<file path="src/rtl/kbd_fifo_wb.sv">
// Keyboard key buffer with a bus-mapped status/data register pair, two interrupt
// vectors (60 / 274) and a hardware auto-repeat engine.
module kbd_fifo_wb #(
  parameter int unsigned FIFO_DEPTH = 8,
  parameter logic [23:0] REP_DELAY  = 24'd12000000,
  parameter logic [23:0] REP_RATE   = 24'd2000000,
  parameter logic [15:0] BASE_ADDR  = 16'o177660
) (
  input  logic                          clk_bus,
  input  logic                          bus_reset,
  input  logic [15:0]                   bus_din,
  output logic [15:0]                   bus_dout,
  input  logic [15:0]                   bus_addr,
  input  logic                          bus_sync,
  input  logic                          bus_we,
  input  logic                          bus_stb,
  output logic                          bus_ack,
  output logic                          virq_req60,
  input  logic                          virq_ack60,
  output logic                          virq_req274,
  input  logic                          virq_ack274,
  input  logic                          key_strobe,
  input  logic [6:0]                    key_code,
  input  logic                          key_ar2,
  input  logic                          key_held,
  output logic [$clog2(FIFO_DEPTH):0]   fifo_level
);

  localparam int unsigned AW       = $clog2(FIFO_DEPTH);
  localparam logic [15:0] DataAddr = BASE_ADDR + 16'd2;
  localparam logic [AW:0] DepthLvl = (AW + 1)'(FIFO_DEPTH);

  typedef enum logic [1:0] {StIdle, StDelay, StRate} rep_state_e;

  // Key buffer storage and pointers
  logic [7:0]    mem_q [FIFO_DEPTH];
  logic [AW-1:0] wr_ptr_q, rd_ptr_q;
  logic [AW:0]   level_q;

  // Register file
  logic        ovf_q, imask_q, rep_en_q;
  logic [15:0] data_o_q;
  logic [6:0]  last_code_q;

  // Bus edge detection
  logic ack_q, stb_st_q, stb_dt_q;
  logic ack60_q, ack274_q;
  logic req60_q, req274_q;

  // Auto-repeat engine
  rep_state_e  rep_state_q;
  logic [23:0] rep_cnt_q;
  logic [7:0]  rep_entry_q;

  logic        sel_st, sel_dt, stb_st, stb_dt;
  logic        st_rise, dt_rise, st_wr, st_rd;
  logic        empty, full, pop;
  logic [7:0]  head;
  logic        key_push, rep_active, rep_fire;
  logic        push_req, push_ok, push_drop;
  logic [7:0]  push_data;
  logic [15:0] status;
  logic        mask_now;
  logic        unused_bits;

  assign sel_st = bus_sync & (bus_addr[15:1] == BASE_ADDR[15:1]);
  assign sel_dt = bus_sync & (bus_addr[15:1] == DataAddr[15:1]) & ~bus_we;
  assign stb_st = bus_stb & sel_st;
  assign stb_dt = bus_stb & sel_dt;

  assign st_rise = stb_st & ~stb_st_q;
  assign dt_rise = stb_dt & ~stb_dt_q;
  assign st_wr   = st_rise & bus_we;
  assign st_rd   = st_rise & ~bus_we;

  assign empty = (level_q == '0);
  assign full  = (level_q == DepthLvl);
  assign head  = mem_q[rd_ptr_q];
  assign pop   = dt_rise & ~empty;

  assign key_push   = key_strobe & (key_code != 7'd0);
  assign rep_active = key_held & rep_en_q;
  assign rep_fire   = rep_active & (rep_state_q != StIdle) & (rep_cnt_q == 24'd0);

  // A key push takes the write port; a coincident repeat is simply lost.
  assign push_req  = key_push | rep_fire;
  assign push_data = key_push ? {key_ar2, key_code} : rep_entry_q;
  assign push_ok   = push_req & (~full | pop);
  assign push_drop = push_req & full & ~pop;

  assign status = {ovf_q, 7'b0, ~empty, imask_q, 2'b0, rep_en_q, 3'b0};

  assign mask_now = imask_q | (st_wr & bus_din[6]);

  assign bus_dout    = (sel_st | sel_dt) ? data_o_q : 16'd0;
  assign bus_ack     = bus_stb & (sel_st | sel_dt) & ack_q;
  assign virq_req60  = req60_q;
  assign virq_req274 = req274_q;
  assign fifo_level  = level_q;

  assign unused_bits = ^{bus_din[15:7], bus_din[5:4], bus_din[2:0], bus_addr[0]};

  // Buffer contents survive reset; only the pointers are cleared.
  always_ff @(posedge clk_bus) begin
    if (push_ok) mem_q[wr_ptr_q] <= push_data;
  end

  // Pointers, level, register file and bus strobe history
  always_ff @(posedge clk_bus) begin
    if (bus_reset) begin
      wr_ptr_q    <= '0;
      rd_ptr_q    <= '0;
      level_q     <= '0;
      ovf_q       <= 1'b0;
      imask_q     <= 1'b1;
      rep_en_q    <= 1'b1;
      data_o_q    <= 16'd0;
      last_code_q <= 7'd0;
      ack_q       <= 1'b0;
      stb_st_q    <= 1'b0;
      stb_dt_q    <= 1'b0;
    end else begin
      ack_q    <= bus_stb;
      stb_st_q <= stb_st;
      stb_dt_q <= stb_dt;
      if (st_wr) begin
        imask_q  <= bus_din[6];
        rep_en_q <= bus_din[3];
      end
      if (st_rd) begin
        data_o_q <= status;
        ovf_q    <= 1'b0;
      end
      // A drop in the same cycle as a status read must not be lost.
      if (push_drop) ovf_q <= 1'b1;
      if (dt_rise) begin
        if (!empty) begin
          data_o_q    <= {9'b0, head[6:0]};
          last_code_q <= head[6:0];
        end else begin
          data_o_q <= {9'b0, last_code_q};
        end
      end
      if (push_ok) wr_ptr_q <= wr_ptr_q + AW'(1);
      if (pop)     rd_ptr_q <= rd_ptr_q + AW'(1);
      if (push_ok && !pop)      level_q <= level_q + (AW + 1)'(1);
      else if (!push_ok && pop) level_q <= level_q - (AW + 1)'(1);
    end
  end

  // Interrupt requests: raise one cycle after the arming condition, clear on ack/read/mask
  always_ff @(posedge clk_bus) begin
    if (bus_reset) begin
      req60_q  <= 1'b0;
      req274_q <= 1'b0;
      ack60_q  <= 1'b0;
      ack274_q <= 1'b0;
    end else begin
      ack60_q  <= virq_ack60;
      ack274_q <= virq_ack274;
      if (mask_now || dt_rise) begin
        req60_q  <= 1'b0;
        req274_q <= 1'b0;
      end else begin
        if (virq_ack60 && !ack60_q)   req60_q  <= 1'b0;
        if (virq_ack274 && !ack274_q) req274_q <= 1'b0;
        if (!req60_q && !req274_q && !empty) begin
          if (head[7]) req274_q <= 1'b1;
          else         req60_q  <= 1'b1;
        end
      end
    end
  end

  // Auto-repeat FSM: initial delay, then fixed-rate re-pushes while the key is held
  always_ff @(posedge clk_bus) begin
    if (bus_reset) begin
      rep_state_q <= StIdle;
      rep_cnt_q   <= 24'd0;
      rep_entry_q <= 8'd0;
    end else if (!rep_active) begin
      rep_state_q <= StIdle;
      rep_cnt_q   <= 24'd0;
    end else if (key_push && push_ok) begin
      rep_state_q <= StDelay;
      rep_cnt_q   <= REP_DELAY - 24'd1;
      rep_entry_q <= {key_ar2, key_code};
    end else begin
      case (rep_state_q)
        StDelay, StRate: begin
          if (rep_cnt_q == 24'd0) begin
            rep_cnt_q   <= REP_RATE - 24'd1;
            rep_state_q <= StRate;
          end else begin
            rep_cnt_q <= rep_cnt_q - 24'd1;
          end
        end
        default: rep_state_q <= StIdle;
      endcase
    end
  end

endmodule

</file>
<file path="config.mk">
export PLATFORM = sky130hd
export DESIGN_NAME = kbd_fifo_wb
export DESIGN_NICKNAME = d
export VERILOG_FILES = /design/src/rtl/kbd_fifo_wb.sv
export SDC_FILE = /design/constraint.sdc
export NUM_CORES = 1
export LEC_CHECK = 0
export CAP_MARGIN = 5
export CORE_MARGIN = 4
export CORE_UTILIZATION = 60
export DETAILED_ROUTE_END_ITERATION = 10
export GPL_ROUTABILITY_DRIVEN = 0
export PLACE_DENSITY = 0.92
export SLEW_MARGIN = 5
export SYNTH_ARGS = -nofsm -noshare
export SYNTH_HDL_FRONTEND = slang
export SYNTH_SLANG_ARGS = --single-unit
</file>
<file path="constraint.sdc">
create_clock -name clk_bus -period 5.2 [get_ports clk_bus]
set_clock_uncertainty 0.15 [all_clocks]
set_input_delay 0.52 -clock clk_bus [delete_from_list [all_inputs] [get_ports clk_bus]]
set_output_delay 0.52 -clock clk_bus [all_outputs]
set_load 0.02 [all_outputs]
</file>
==> results summary <==
The maximum net fanout on the critical path is 5. The power consumption came out at 2820 uW. The library cell used most frequently in the layout, excluding fill and tap cells, is dfxtp_1. The switching share of total power is between 20% and 30%. Static timing analysis puts the maximum clock frequency at 254 MHz. Grouping stages by cell kind, the critical path spends the most delay in simple AND/OR/NAND/NOR gates. The fraction of registers with async set or reset after synthesis is 0%.

The via count of the first global-routing pass came out at 4525. The final total negative setup slack is 0 ns. The aggregate global routing overflow is 0. The clock buffer count from CTS came out at 17. The slew at the pin closest to its max-slew limit is 1.05 ns.

Setup repair after global routing left no endpoint under its margin. In this run, distinct cell masters in the synthesized netlist total 58. The pin count of the biggest net entering global routing is 52. STA puts the critical path data required time at approximately 5.5 ns. The wire length of the first global-routing pass came out at ~24000 um. The final hold violation count came to 0. The number of instances in the synthesized netlist came out at 539. The top-level port count is 72.

The maximum VDD drop is 0.000258 V. The flow ran to the end, and the final reports show no timing, DRC or antenna violations. TritonCTS built the clock tree. The aggregate routed wire length came out at between 10000 and 15000 um.

Relative to the synthesized area, the layout overhead comes to 19.1%. The net switching power is 759 uW. The post-route clock period utilization came out at between 70% and 80%. The post-CTS repair timing setup buffer count came out at 0. The fraction of power consumed by combinational cells is ~16%. The routed length per instance came out at 20.2 um. Sequential elements use 55.3% of the synthesized area. The cell internal power dissipation is 2060 uW. The worst max-slew margin expressed relative to the limit came out at 29.7%.

The net total in the final layout came out at 650. The number of buffers added on ports came out at a little under 50. The relative contribution of the clock network to total power is 40.2%. The post-DP HPWL is 9610 um. At the later pin of the worst-skew pair, clock insertion delay measures 0.53 ns. The post-route netlist has 13.4% of its cells at a drive strength greater than 1.

The data arrival time of the worst path came out at between 4 and 5 ns. The die footprint is 11900 um2. The root buffer cell is clkbuf_8. In this run, synthesis inferred 64 flip-flops with an integrated enable. The total number of clock tree sinks came out at approximately 140.

The first detailed-routing pass ran for 6 iterations. The number of routed nets with antenna violations is 0. The kind of path behind the tightest hold check is reg2reg.

In this design, the stage delay of the slowest critical-path cell is 0.56 ns. The vertical die dimension is roughly 110 um. The clock tree synthesis step divided the H-tree into 4 levels. The post-synthesis area per instance is about 11 um2.

The area of the mapped netlist came out at between 6000 and 7000 um2. For this configuration, the core starts out at a cell density of 62.1%. Among all flip-flop cells after synthesis, the most frequent one is dfxtp_1.

The shortest clock period the worst path allows after layout came out at 3.93 ns. The power per standard cell area came out at 387 nW/um2. The cts-stage hold buffer count came out at 0.

The maximum root-to-sink buffer count is 2. The total leakage power came out at around 0.0026 uW. The final-report max-slew violation count came to 0. The sequential share of power is 44.0%. After clock tree synthesis, the clock-pin slew on the worst setup and hold paths is 0.06 ns. In the layout the commonest cells are dfxtp_1, edfxtp_1, nand2_1. The critical path is of the reg2reg type.

The mean number of vias per cell is 6.22. The critical path capture point type is a flip-flop. The count of max-cap constraint violations came out at 0. The initial antenna violation count is 0.

The number of synthesis warnings is 0. The overall die width came out at between 100 and 150 um. The master of the slowest instance on the critical path is or4_4. The number of buffers and inverters on the critical path came out at 2.

The area inside the core boundary is 9860 um2. Walking the worst path, the cells encountered are or4_4 > or4_4 > o31ai_1 > nand2_1 > inv_1 > ha_1 > inv_1 > ha_1 > a21o_1 > a21oi_1 > xnor2_1 > or3_1 > a21oi_1. In the routed design, unresolved DRC markers number 0. The repair_antennas step left the layout with diodes totalling 0.

The number of DRC markers after the initial detailed-route iteration came out at around 500. The number of gates resized after cts is 0. STA classifies the critical path startpoint as a flip-flop. The number of placement rows is 36.

The global-route usage over all layers is 27.1%. The number of flip-flops and latches in the synthesized netlist is between 100 and 150. The number of failing setup endpoints in the final timing report is 0.

Detailed routing inserted a total of 4590 vias.
## tightest hold or removal path: cells and delay by family, from the launching register on
family,cells,cell delay (ns)
compound gates,1,0.05
simple gates,1,0.05
flops,1,0.31
## area by class of cell
| type | count | area [um2] |
|---|---|---|
| flip-flops and latches | 137 | 3380 |
| multi-input cells | 368 | 2580 |
| fillers | 572 | 2570 |
| clock buffers | 23 | 510 |
| well taps | 133 | 166 |
| clock inverters | 9 | 56.3 |
| repair buffers | 58 | 558 |
| inverters | 10 | 37.5 |
## per-stage QoR
step	std cells	setup WS (ns)	util [%]	area (um2)	hold slack (ns)
floorplan	545	1.65	-	6140	0.267
global placement	706	1.02	68.2	6730	0.278
detailed placement	706	0.845	68.2	6730	0.296
CTS	738	1.33	73.9	7290	0.306
global route	738	0.943	73.9	7290	0.329
finish	738	1.27	73.9	7290	0.306
## final timing paths
path,start,to,slack [ns],cells after the start
max reg2reg,rep_cnt_q[13],fifo_level[3],1.27,13
min reg2reg,last_code_q[6],last_code_q[6],0.31,2
max,rep_cnt_q[13],fifo_level[3],1.27,13
min,last_code_q[6],last_code_q[6],0.31,2
## flip-flops by register name, summed over array words and instances, names as in the netlist, 2 cells and up, named ones only
signal / count
mem_q: 64
rep_cnt_q: 24
data_o_q: 9
rep_entry_q: 8
last_code_q: 7
fifo_level: 4
rd_ptr_q: 3
wr_ptr_q: 3
rep_state_q: 2
## power by group through the flow
stage / logic [uW] / clock network (uW) / registers (uW)
after global placement: 408 / 0 / 1250
after floorplan: 293 / 0 / 1260
final: 446 / 1130 / 1240
after global routing: 483 / 1190 / 1250
after CTS: 441 / 1140 / 1240
after detailed placement: 427 / 0 / 1260
## layer usage
metal / vias up / wire [um] / global-route usage, %
li1: 2078 / - / -
met1: 2206 / 5420 / 31.2
met2: 245 / 7890 / 46.8
met3: 61 / 991 / 7.93
met4: 0 / 573 / 11.6
met5: - / 0 / 0
## kinds of logic (layout without fill, tap and decap cells)
group / count (synthesis) / after routing / share of synthesized area [%]
simple gates: 211 / 211 / 19.0
flops: 137 / 137 / 55.3
compound gates: 77 / 77 / 7.19
mux: 41 / 41 / 10.1
buf+inv: 40 / 100 / 3.07
xor+xnor: 23 / 23 / 3.29
fa+ha+maj: 9 / 9 / 1.96
other cells: 1 / 7 / 0.0613
## synth_stat cells (10+ instances only)
cell / instances / area (um2)
inv_1: 10 / 37.5
clkbuf_1: 16 / 60.1
mux2i_1: 17 / 170
nand2b_1: 25 / 156
dfxtp_1: 73 / 1460
edfxtp_1: 64 / 1920
nand2_1: 62 / 233
xor2_1: 14 / 123
nor2_1: 31 / 116
o21ai_0: 13 / 65.1
nand3_1: 11 / 55.1
nor3_1: 11 / 55.1
a21oi_1: 40 / 200
mux4_2: 16 / 360
(Power assumes the default switching activity.)
